File: config.mk
export PLATFORM = sky130hd
export DESIGN_NAME = vend_payout_ctrl_flat
export DESIGN_NICKNAME = d
export VERILOG_FILES = /design/src/rtl/vend_pkg.sv /design/src/rtl/vend_payout_ctrl_if.sv /design/src/rtl/vend_payout_ctrl_timeout_cnt.sv /design/src/rtl/vend_payout_ctrl.sv /design/src/flat_wrapper.sv
export SDC_FILE = /design/constraint.sdc
export NUM_CORES = 1
export LEC_CHECK = 0
export ABC_CLOCK_PERIOD_IN_PS = 4260
export CORE_UTILIZATION = 45
export CTS_CLUSTER_DIAMETER = 30
export DETAILED_ROUTE_END_ITERATION = 8
export PLACE_DENSITY = 0.73
export SYNTH_ARGS = -nofsm -noshare
export SYNTH_HDL_FRONTEND = slang
export SYNTH_SLANG_ARGS = --single-unit
File: constraint.sdc
create_clock -name clk -period 4.26 [get_ports clk]
set_input_delay 1.065 -clock clk [delete_from_list [all_inputs] [get_ports clk]]
set_output_delay 1.065 -clock clk [all_outputs]
set_load 0.005 [all_outputs]
File: src/rtl/vend_pkg.sv
// Shared types for the vend payout controller: change codes, payout states
// and the change-code to coin-count mapping.
package vend_pkg;

  localparam int unsigned NEED_W = 2;

  typedef enum logic [1:0] {
    COIN_NONE = 2'b00,
    COIN_5    = 2'b01,
    COIN_10   = 2'b10
  } coin_code_e;

  typedef enum logic [2:0] {
    ST_IDLE,
    ST_MOTOR,
    ST_COIN,
    ST_GAP,
    ST_FAULT
  } payout_state_e;

  // Number of 5rs coins owed for a change code; the reserved code pays nothing.
  function automatic logic [NEED_W-1:0] coins_for_code(input logic [1:0] code);
    case (code)
      COIN_5:  return NEED_W'(1);
      COIN_10: return NEED_W'(2);
      default: return '0;
    endcase
  endfunction

endpackage

File: src/rtl/vend_payout_ctrl_if.sv
// Request, actuator handshake and status signals of the payout controller.
interface vend_payout_ctrl_if #(
  parameter int unsigned COIN_W = 8
);
  logic              vend;
  logic [1:0]        change;
  logic              motor_req;
  logic              motor_done;
  logic              coin_req;
  logic              coin_ack;
  logic              refill;
  logic [COIN_W-1:0] refill_cnt;
  logic [COIN_W-1:0] coins_left;
  logic              busy;
  logic              low_change;
  logic              short_change;
  logic              drop;
  logic              fault;

  // Environment side: vending machine, motor and hopper.
  modport master (
    output vend, change, motor_done, coin_ack, refill, refill_cnt,
    input  motor_req, coin_req, coins_left, busy, low_change, short_change, drop, fault
  );

  // Controller side.
  modport slave (
    input  vend, change, motor_done, coin_ack, refill, refill_cnt,
    output motor_req, coin_req, coins_left, busy, low_change, short_change, drop, fault
  );
endinterface

File: src/rtl/vend_payout_ctrl_timeout_cnt.sv
// Ack wait timer shared by the motor and coin handshakes; expired is high
// during the ACK_TIMEOUT-th cycle of an uninterrupted wait.
module payout_timeout_cnt #(
  parameter int unsigned ACK_TIMEOUT = 16
) (
  input  logic clk,
  input  logic rst,
  input  logic clear,
  input  logic enable,
  output logic expired
);
  localparam int unsigned CNT_W = $clog2(ACK_TIMEOUT + 1);

  logic [CNT_W-1:0] cnt_q;

  assign expired = (cnt_q == CNT_W'(ACK_TIMEOUT - 1));

  // Saturates at the expiry value; the controller leaves the wait state then.
  always_ff @(posedge clk) begin
    if (rst || clear) begin
      cnt_q <= '0;
    end else if (enable && !expired) begin
      cnt_q <= cnt_q + CNT_W'(1);
    end
  end

endmodule

File: src/rtl/vend_payout_ctrl.sv
// Payout controller: runs the product motor, then releases owed 5rs coins
// one at a time from the hopper while tracking its inventory.
module vend_payout_ctrl
  import vend_pkg::*;
#(
  parameter int unsigned COIN_W      = 8,
  parameter int unsigned INIT_COINS  = 20,
  parameter int unsigned ACK_TIMEOUT = 16
) (
  input logic               clk,
  input logic               rst,
  vend_payout_ctrl_if.slave bus
);

  payout_state_e     state_q, state_d;
  logic [COIN_W-1:0] coins_q, coins_d;
  logic [NEED_W-1:0] needed_q, needed_d;
  logic [NEED_W-1:0] need_in;
  logic [NEED_W-1:0] grant_need;
  logic              request;
  logic              short_need;
  logic              waiting;
  logic              tmo_clear;
  logic              tmo_expired;
  logic              short_c;
  logic              drop_c;

  assign need_in    = coins_for_code(bus.change);
  assign request    = bus.vend || (need_in != '0);
  assign short_need = COIN_W'(need_in) > coins_q;
  assign grant_need = short_need ? '0 : need_in;
  assign waiting    = (state_q == ST_MOTOR) || (state_q == ST_COIN);
  // Restart the timer on every state entry and keep it idle outside waits.
  assign tmo_clear  = !waiting || (state_d != state_q);

  payout_timeout_cnt #(
    .ACK_TIMEOUT(ACK_TIMEOUT)
  ) u_timeout (
    .clk    (clk),
    .rst    (rst),
    .clear  (tmo_clear),
    .enable (waiting),
    .expired(tmo_expired)
  );

  always_ff @(posedge clk) begin
    if (rst) begin
      state_q  <= ST_IDLE;
      coins_q  <= COIN_W'(INIT_COINS);
      needed_q <= '0;
    end else begin
      state_q  <= state_d;
      coins_q  <= coins_d;
      needed_q <= needed_d;
    end
  end

  always_comb begin
    state_d  = state_q;
    coins_d  = coins_q;
    needed_d = needed_q;
    short_c  = 1'b0;
    drop_c   = 1'b0;

    case (state_q)
      ST_IDLE: begin
        if (request) begin
          // Unpayable change is dropped up front so inventory can never underflow.
          short_c  = short_need;
          needed_d = grant_need;
          if (bus.vend) begin
            state_d = ST_MOTOR;
          end else if (grant_need != '0) begin
            state_d = ST_COIN;
          end
        end else if (bus.refill) begin
          coins_d = bus.refill_cnt;
        end
      end
      ST_MOTOR: begin
        if (bus.motor_done) begin
          state_d = (needed_q != '0) ? ST_COIN : ST_IDLE;
        end else if (tmo_expired) begin
          state_d = ST_FAULT;
        end
      end
      ST_COIN: begin
        if (bus.coin_ack) begin
          coins_d  = coins_q - COIN_W'(1);
          needed_d = needed_q - NEED_W'(1);
          state_d  = (needed_q == NEED_W'(2)) ? ST_GAP : ST_IDLE;
        end else if (tmo_expired) begin
          state_d = ST_FAULT;
        end
      end
      ST_GAP:   state_d = ST_COIN;
      ST_FAULT: state_d = ST_FAULT;
      default:  state_d = ST_IDLE;
    endcase

    if ((state_q != ST_IDLE) && request) begin
      drop_c = 1'b1;
    end
  end

  assign bus.motor_req    = (state_q == ST_MOTOR);
  assign bus.coin_req     = (state_q == ST_COIN);
  assign bus.fault        = (state_q == ST_FAULT);
  assign bus.busy         = (state_q != ST_IDLE);
  assign bus.coins_left   = coins_q;
  assign bus.low_change   = (coins_q < COIN_W'(2));
  assign bus.short_change = short_c;
  assign bus.drop         = drop_c;

endmodule
File: src/flat_wrapper.sv
// flat-port wrapper written by rule: the top's interface ports become plain ports
module vend_payout_ctrl_flat import vend_pkg::*;
#(
  parameter int unsigned COIN_W      = 8,
  parameter int unsigned INIT_COINS  = 20,
  parameter int unsigned ACK_TIMEOUT = 16
)
  (clk, rst, bus_vend, bus_change, bus_motor_done, bus_coin_ack, bus_refill, bus_refill_cnt, bus_motor_req, bus_coin_req, bus_coins_left, bus_busy, bus_low_change, bus_short_change, bus_drop, bus_fault);
  vend_payout_ctrl_if #(.COIN_W(COIN_W)) bus_i ();
  input logic clk;
  input logic rst;
  input wire logic [$bits(bus_i.vend)-1:0] bus_vend;
  input wire logic [$bits(bus_i.change)-1:0] bus_change;
  input wire logic [$bits(bus_i.motor_done)-1:0] bus_motor_done;
  input wire logic [$bits(bus_i.coin_ack)-1:0] bus_coin_ack;
  input wire logic [$bits(bus_i.refill)-1:0] bus_refill;
  input wire logic [$bits(bus_i.refill_cnt)-1:0] bus_refill_cnt;
  output wire logic [$bits(bus_i.motor_req)-1:0] bus_motor_req;
  output wire logic [$bits(bus_i.coin_req)-1:0] bus_coin_req;
  output wire logic [$bits(bus_i.coins_left)-1:0] bus_coins_left;
  output wire logic [$bits(bus_i.busy)-1:0] bus_busy;
  output wire logic [$bits(bus_i.low_change)-1:0] bus_low_change;
  output wire logic [$bits(bus_i.short_change)-1:0] bus_short_change;
  output wire logic [$bits(bus_i.drop)-1:0] bus_drop;
  output wire logic [$bits(bus_i.fault)-1:0] bus_fault;
  assign bus_i.vend = bus_vend;
  assign bus_i.change = bus_change;
  assign bus_i.motor_done = bus_motor_done;
  assign bus_i.coin_ack = bus_coin_ack;
  assign bus_i.refill = bus_refill;
  assign bus_i.refill_cnt = bus_refill_cnt;
  assign bus_motor_req = bus_i.motor_req;
  assign bus_coin_req = bus_i.coin_req;
  assign bus_coins_left = bus_i.coins_left;
  assign bus_busy = bus_i.busy;
  assign bus_low_change = bus_i.low_change;
  assign bus_short_change = bus_i.short_change;
  assign bus_drop = bus_i.drop;
  assign bus_fault = bus_i.fault;
  vend_payout_ctrl #(.COIN_W(COIN_W), .INIT_COINS(INIT_COINS), .ACK_TIMEOUT(ACK_TIMEOUT)) u_core (.clk(clk), .rst(rst), .bus(bus_i));
endmodule
# After elaboration in Yosys (flattened, before gate mapping)

Cells that the tools add are included.

Input bits: 16
Register bits after elaboration: 18
Word-level logic and storage cells: 59
Output and inout port bits: 15

Reductions and logical operators: 16
Eq/ne operators: 13
Mux-type cells: 21
Magnitude comparators: 2
$add $sub $neg: 3

Operator list:

| cell                                                                          | count |
|---|---|
| 8-bit two-way mux                                                             | 3 |
| 3-bit two-way mux                                                             | 6 |
| 8-bit one-hot mux with 2 select lines                                         | 1 |
| 3-bit one-hot mux with 5 select lines                                         | 1 |
| 2-bit two-way mux                                                             | 5 |
| 2-bit by 8-bit > comparator with 1-bit output                                 | 1 |
| 8-bit by 2-bit less-than comparator with 1-bit output (second input constant) | 1 |
| 2-bit one-hot mux with 2 select lines                                         | 2 |
| 2-bit nonzero test                                                            | 4 |
| 8-bit by 1-bit subtractor with 8-bit output (second input constant)           | 1 |
| 3-bit by 2-bit equality test with 1-bit output (second input constant)        | 2 |
| 2-bit inequality test (second input constant)                                 | 3 |
| 5-bit by 1-bit adder with 5-bit output (second input constant)                | 1 |
| 5-bit by 4-bit equality test with 1-bit output (second input constant)        | 1 |
| 2-bit equality test (second input constant)                                   | 2 |
| 1-bit logical OR                                                              | 4 |
| 4-bit AND reduction                                                           | 1 |
| 3-bit by 1-bit equality test with 1-bit output (second input constant)        | 1 |
| 3-bit equality test (second input constant)                                   | 1 |
| 3-bit logical NOT                                                             | 1 |
| 1-bit two-way mux                                                             | 3 |
| 3-bit inequality test                                                         | 1 |
| 3-bit AND reduction                                                           | 1 |
| 3-bit nonzero test                                                            | 1 |
| 5 further kinds                                                               | 7 |

# Logic depth before layout (Yosys ltp)

Gate-level depths: netlist of run 1.

Depth after elaboration: 12
Depth in mapped cells: 8
Depth with buffers taken out: 8

# Hierarchy

A second synthesis of run 1 with hierarchy kept.

Cells, all modules: 171
Area, all modules: 1358.8 um2

Modules (own cells, without submodules):

| module             | seq. area each (um2) | area each (um2) | cells each | times used |
|---|---|---|---|---|
| vend_payout_ctrl   | 260.2                | 1117.3          | 145        | 1 |
| payout_timeout_cnt | 100.1                | 241.5           | 26         | 1 |

# Least setup slack after synthesis of run 1

OpenSTA, ideal clock, no wires.

Kind: input -> output
Start: in bus_change[0]
End: out bus_short_change
Data required time: 3.195 ns
Arrival time: 2.062 ns
Stages on the path: 6
Buffers on the path: 0
Path slack: 1.133 ns
Cell sequence: inv_1 ha_1 ha_1 nor2b_1 o2111ai_1 nor3_1

Cells in the longest elaborated chain, start to end: 6
Elaborated cells between the ends (all ways): 8
Those cells by class: 1 x order compare; 2 x eq/ne; 3 x mux; 2 x reduce/logical

Ends and longest elaborated chain:

| what                                                                                                  | RTL line               | RTL |
|---|---|---|
| start, declared                                                                                       | flat_wrapper.sv:13     | `input wire logic [$bits(bus_i.change)-1:0] bus_change;` |
| 2-bit equality test or 2-bit by 1-bit equality test with 1-bit output (tied branches)                 | vend_pkg.sv:23         | `case (code)` |
| 2-bit one-hot mux with 2 select lines *                                                               | vend_pkg.sv:23         |  |
| parallel branches: the longest is 2 deep, another holds 2-bit by 8-bit > comparator with 1-bit output | -                      |  |
| 1-bit two-way mux *                                                                                   | vend_payout_ctrl.sv:67 | `if (request) begin` |
| 1-bit two-way mux *                                                                                   | vend_payout_ctrl.sv:65 | `case (state_q)` |
| end, declared                                                                                         | flat_wrapper.sv:23     | `output wire logic [$bits(bus_i.short_change)-1:0] bus_short_change;` |

Every way passes the cells marked *.

# Worst setup path in the final report of run 1

Same ends and word-level chain as after synthesis.

==> results.sh, run 1 <==
export IMPL_status="complete, no violations"
export IMPL_final_cells=228
export IMPL_maxCapViolCount=0
export IMPL_tns_ns=0
export IMPL_fin_ws_ns=0.424
export IMPL_fp_dieArea_sq_um=3130
export IMPL_whs_endpoint="u_core.u_timeout.cnt_q[1]$_SDFFE_PP0P_"
export IMPL_clk_pin_slew_ns=0.11
export IMPL_endpoint_kind="output port"
export IMPL_cp_max_fo=3
export IMPL_avgSynthCellArea_sq_um=7.74
export IMPL_syn_nets=194
export IMPL_wire_per_inst_um=14.1
export IMPL_leakagePower_uw=0.000671
export IMPL_wl_met2_um=1580
export IMPL_cp_required_ns=3.19
export IMPL_ys_types=37
export IMPL_pre_cts_slack_ns=0.0909
export IMPL_cts_root_buf="clkbuf_4"
export IMPL_route_top_layer_used="met4"
export IMPL_layout_commonest_cell="clkdlybuf4s50_1"
export IMPL_ant_nets=0
export IMPL_clk_latency_ns=0.31
export IMPL_whs_path_depth=2
export IMPL_cp_arrival_ns=2.77
export IMPL_cts_tree="yes"
export IMPL_fmax_mhz=261
export IMPL_min_period_ns=3.84
export IMPL_hold_class="reg2reg"
export IMPL_gp_congestion=0.802
export IMPL_grt_overflow=0
export IMPL_powerDensity_nw_per_um2=252
export IMPL_clockBufferDepth=2
export IMPL_most_common_layout_cells="clkdlybuf4s50_1 (29), nor2_1 (18), dfxtp_1 (18)"
export IMPL_dp_cells=224
export IMPL_fin_nets=223
export IMPL_synthToLayoutAreaGrowth_pct=27.4
export IMPL_wl_met3_um=146
export IMPL_ctsHoldBuffers=0
export IMPL_ios=31
export IMPL_rsz0062_at_grt="no"
export IMPL_grt_pass1_wl_um=5400
export IMPL_tightest_slew_ns=0.774
export IMPL_htree_levels=1
export IMPL_post_route_util_pct=60.5
export IMPL_grt_pass1_vias=1244
export IMPL_finalSetupViolCount=0
export IMPL_antenna_cells=0
export IMPL_clock_sinks=18
export IMPL_antenna_found_initial=0
export IMPL_vias_per_cell=5.78
export IMPL_die_x_um=55.9
export IMPL_start_kind="input port"
export IMPL_yosys_warnings=0
export IMPL_port_buffers=30
export IMPL_reg2reg_slack_ns=2.05
export IMPL_route_detailed_drc=0
export IMPL_vias=1317
export IMPL_irDropWorstVdd_mv=0.274
export IMPL_finClkSkew_ns=0.00150
export IMPL_drv_slew=0
export IMPL_drt_first_pass_iters=4
export IMPL_routed_wl_um=3220
export IMPL_track_usage_pct=21.5
export IMPL_dp_hpwl_um=2360
export IMPL_grt_max_degree=26
export IMPL_r2r_cells=4
export IMPL_hold_viol_final=0
export IMPL_hold_ws_ns=0.483
export IMPL_drive_above_1_share_pct=6.60
export IMPL_drt_initial_drc_count=31
export IMPL_relSlewSlack_pct=48.2
export IMPL_cts_buffers=3
export IMPL_synthesis_area_sq_um=1310
export IMPL_regToRegStartpoint="u_core.state_q[1]$_SDFF_PP0_"
export IMPL_die_height_um=55.9
export IMPL_hp_start="u_core.u_timeout.cnt_q[1]$_SDFFE_PP0P_"
export IMPL_synthCells=169
export IMPL_finalCritPeriodShare_pct=90.0
export IMPL_initial_utilization_pct=47.5
export IMPL_yosysSeqAreaShare_pct=27.5
export IMPL_rows=19
export IMPL_coreArea_sq_um=2760
export IMPL_reg2reg_to="u_core.u_timeout.cnt_q[4]$_SDFFE_PP0P_"
export IMPL_crit_type="in2out"
export IMPL_yosys_register_bits=18
export IMPL_met1_length_um=1440
==> worst max-delay path by stage <==
| stage | startpoint | depth (start not counted) | endpoint |
|---|---|---|---|
| detailed placement | bus_change[0] | 8 | bus_short_change |
| finish | bus_change[0] | 8 | bus_short_change |
| CTS | bus_change[0] | 8 | bus_short_change |
| global placement | bus_change[0] | 8 | bus_short_change |
| floorplan | bus_change[0] | 6 | bus_short_change |
| global route | bus_change[0] | 8 | bus_short_change |
==> worst max-delay path: stages <==
cell and delay (ns):
clkdlybuf4s50_1 0.48, inv_1 0.05, ha_1 0.23, ha_1 0.29, nor2b_1 0.13, o2111ai_1 0.16
nor3_1 0.22, dlymetal6s2s_1 0.15
==> routing by layer <==
metal / global-route usage, % / vias up
met2: 38.6 / 34
met4: 8.36 / 0
li1: - / 660
met5: 0 / -
met1: 24.1 / 617
met3: 6.05 / 6
==> logic make-up (layout without fill, tap and decap cells) <==
family          count (synthesis)  in the layout  synth area share (%)
simple gates                   66             66                  27.4
mux                             2              2                  1.63
fa+ha+maj                       9              9                  8.60
xor+xnor                        4              4                  2.68
flops                          18             18                  27.5
buf+inv                        23             51                  6.88
compound gates                 47             47                  25.2
==> report_power, final <==
group / switching [uW] / internal, uW / leakage [uW]
Sequential: 14.7 / 177 / 0.000146
Combinational: 56.4 / 59.2 / 0.000504
Clock: 61.2 / 52.2 / 0.0000210
==> layout make-up <==
type | count | area, sq um
Fill cell | 239 | 1090
Multi-Input combinational cell | 128 | 858
Sequential cell | 18 | 360
Timing Repair Buffer | 32 | 318
Inverter | 15 | 56.3
Tap cell | 31 | 38.8
Clock buffer | 4 | 36.3
==> sequential cells by signal, indices dropped and copies added, names as in the netlist <==
name / count
u_core.u_timeout.cnt_q: 5
u_core.bus.coins_left: 8
u_core.state_q: 3
u_core.needed_q: 2
==> Yosys cell counts <==
library cell,instances,share of area [%]
dfxtp_1,18,28
nor2_1,18,5.2
a21oi_1,17,6.5
inv_1,13,3.7
ha_1,9,8.6
o21ai_1,9,3.4
nand2_1,8,2.3
nor2b_1,7,3.3
nor3_1,7,2.7
a211oi_1,6,3.4
and3_1,6,2.9
nor3b_1,6,3.4
clkbuf_1,5,1.4
nand3_1,4,1.5
xor2_1,4,2.7
buf_2,3,1.1
nand2b_1,3,1.4
a21boi_0,2,1.1
and4b_1,2,1.5
inv_2,2,0.57
nor4_1,2,0.96
o2111ai_1,2,1.3
o21ai_0,2,0.76
a2111oi_2,1,1.1
a2111oi_4,1,2.1
a211o_1,1,0.67
a2bb2oi_1,1,0.67
a311oi_2,1,1.1
a31oi_1,1,0.48
mux2_1,1,0.86
mux2i_1,1,0.76
nand4bb_1,1,0.86
o211ai_1,1,0.57
o221ai_1,1,0.67
o221ai_2,1,1.1
or3_1,1,0.48
or3b_4,1,0.86
==> stage by stage <==
stage	total power [uW]	instance area [sq um]
final	420	1670
after global routing	442	1670
after CTS	420	1670
after detailed placement	310	1630
after global placement	306	1630
after floorplan	262	1310
==> repair_timing <==
action,in CTS,in global routing
resized for setup,0,1
hold endpoints to repair,0,0
endpoints found under the setup margin,0,1
buffers inserted,0,0
Note: power is estimated with default switching activity, not from simulation.
==> run 2, diff against run 1 <==
CELL_PAD_IN_SITES_DETAIL_PLACEMENT = 1   (was not set)
CELL_PAD_IN_SITES_GLOBAL_PLACEMENT = 2   (was not set)
CORE_UTILIZATION = 30   (was 45)
PLACE_DENSITY = 0.84   (was 0.73)
==> results.sh, run 2 (synthesis results as in run 1) <==
export IMPL_status="complete, no violations"
export IMPL_ant_nets=0
export IMPL_antenna_found_initial=0
export IMPL_powerDensity_nw_per_um2=265
export IMPL_cp_arrival_ns=2.77
export IMPL_route_detailed_drc=0
export IMPL_cts_tree="yes"
export IMPL_finClkSkew_ns=0.00543
export IMPL_initial_utilization_pct=32.0
export IMPL_fp_dieArea_sq_um=4630
export IMPL_hold_viol_final=0
export IMPL_die_height_um=68.1
export IMPL_maxCapViolCount=0
export IMPL_start_kind="input port"
export IMPL_tightest_slew_ns=0.815
export IMPL_vias_per_cell=5.30
export IMPL_htree_levels=1
export IMPL_routed_wl_um=3630
export IMPL_drive_above_1_share_pct=6.60
export IMPL_wire_per_inst_um=14.7
export IMPL_r2r_cells=4
export IMPL_most_common_layout_cells="clkdlybuf4s50_1 (29), nor2_1 (18), dfxtp_1 (18)"
export IMPL_coreArea_sq_um=4090
export IMPL_min_period_ns=3.83
export IMPL_hold_class="reg2reg"
export IMPL_grt_pass1_wl_um=5890
export IMPL_fin_nets=223
export IMPL_post_route_util_pct=41.9
export IMPL_gp_congestion=0.777
export IMPL_drt_first_pass_iters=4
export IMPL_reg2reg_slack_ns=2.04
export IMPL_clk_pin_slew_ns=0.07
export IMPL_nFillCells=513
export IMPL_endpoint_kind="output port"
export IMPL_regToRegStartpoint="u_core.state_q[1]$_SDFF_PP0_"
export IMPL_clockBufferDepth=2
export IMPL_cp_required_ns=3.19
export IMPL_antenna_cells=0
export IMPL_tns_ns=0
export IMPL_largest_reg_flops=8
export IMPL_rsz0062_at_grt="no"
export IMPL_ios=31
export IMPL_finalSetupViolCount=0
export IMPL_cp_max_fo=3
export IMPL_cts_root_buf="clkbuf_8"
export IMPL_ctsHoldBuffers=0
export IMPL_layout_commonest_cell="clkdlybuf4s50_1"
export IMPL_clk_latency_ns=0.26
export IMPL_rows=23
export IMPL_cp_startpoint="bus_change[0]"
export IMPL_grt_overflow=0
export IMPL_irDropWorstVdd_mv=0.179
export IMPL_port_buffers=30
export IMPL_grt_pass1_vias=1275
export IMPL_drv_slew=0
export IMPL_track_usage_pct=16.8
export IMPL_synthToLayoutAreaGrowth_pct=30.7
export IMPL_grt_max_degree=26
export IMPL_cts_buffers=3
export IMPL_reg2reg_to="u_core.u_timeout.cnt_q[4]$_SDFFE_PP0P_"
export IMPL_clock_sinks=18
export IMPL_fmax_mhz=261
export IMPL_drt_initial_drc_count=25
export IMPL_hold_ws_ns=0.474
export IMPL_relSlewSlack_pct=45.5
export IMPL_crit_type="in2out"
export IMPL_endpoint="bus_short_change"
export IMPL_dp_hpwl_um=2710
export IMPL_die_x_um=68.1
export IMPL_leakagePower_uw=0.000679
export IMPL_vias=1308
export IMPL_finalCritPeriodShare_pct=90.0
==> run 2: cell counts in the layout (fill, tap and decap cells not counted) <==
Identical to the previous run, type by type.
==> run 2: worst min path at each step <==
stage | from | endpoint | slack (ns) | cells after the start
2_1_floorplan | u_core.u_timeout.cnt_q[1]$_SDFFE_PP0P_ | u_core.u_timeout.cnt_q[1]$_SDFFE_PP0P_ | 0.45 | 2
3_3_place_gp | u_core.u_timeout.cnt_q[1]$_SDFFE_PP0P_ | u_core.u_timeout.cnt_q[1]$_SDFFE_PP0P_ | 0.46 | 2
3_5_place_dp | u_core.u_timeout.cnt_q[1]$_SDFFE_PP0P_ | u_core.u_timeout.cnt_q[1]$_SDFFE_PP0P_ | 0.47 | 2
4_1_cts | u_core.u_timeout.cnt_q[1]$_SDFFE_PP0P_ | u_core.u_timeout.cnt_q[1]$_SDFFE_PP0P_ | 0.48 | 2
5_1_grt | u_core.u_timeout.cnt_q[1]$_SDFFE_PP0P_ | u_core.u_timeout.cnt_q[1]$_SDFFE_PP0P_ | 0.49 | 2
6_report | u_core.u_timeout.cnt_q[1]$_SDFFE_PP0P_ | u_core.u_timeout.cnt_q[1]$_SDFFE_PP0P_ | 0.47 | 2
==> run 2: stage by stage <==
stage / setup WS, ns / total power, uW / std cells / cell area, sq um
finish: 0.427 / 453 / 247 / 1710
global route: 0.326 / 481 / 247 / 1710
CTS: 0.0723 / 461 / 247 / 1710
detailed placement: 0.0754 / 314 / 243 / 1650
global placement: 0.147 / 309 / 243 / 1650
floorplan: 1.13 / 262 / 169 / 1310
==> run 2: cell type report <==
type	count	area [sq um]	area share (%)
tap	50	62.6	3.66
clock buffer	4	55.1	3.22
sequential	18	360	21.1
multi-input combinational	128	858	50.2
timing repair buffer	32	318	18.6
inverter	15	56.3	3.29
==> run 2: worst max-delay path, stage by stage <==
cell	delay, ns
clkdlybuf4s50_1	0.48
inv_1	0.05
ha_1	0.23
ha_1	0.30
nor2b_1	0.14
o2111ai_1	0.15
nor3_1	0.22
dlymetal6s2s_1	0.15
==> run 2: what timing repair did <==
action                     CTS  global route
buffers inserted             0             0
gates resized for setup      0             1
setup endpoints to repair    0             1
==> run 2: power by group <==
group | switching [uW] | leakage [uW] | internal [uW] | total, uW
Clock | 62.0 | 0.0000288 | 82.2 | 144
Sequential | 15.4 | 0.000146 | 177 | 192
Combinational | 57.3 | 0.000504 | 59.4 | 117
==> run 2: routing by layer <==
layer | GRT usage (%) | routed length, um | vias to the layer above
li1 | - | - | 660
met1 | 20.1 | 1690 | 625
met2 | 29.9 | 1770 | 21
met3 | 4.33 | 152 | 2
met4 | 3.13 | 17 | 0
met5 | 0 | 0 | -
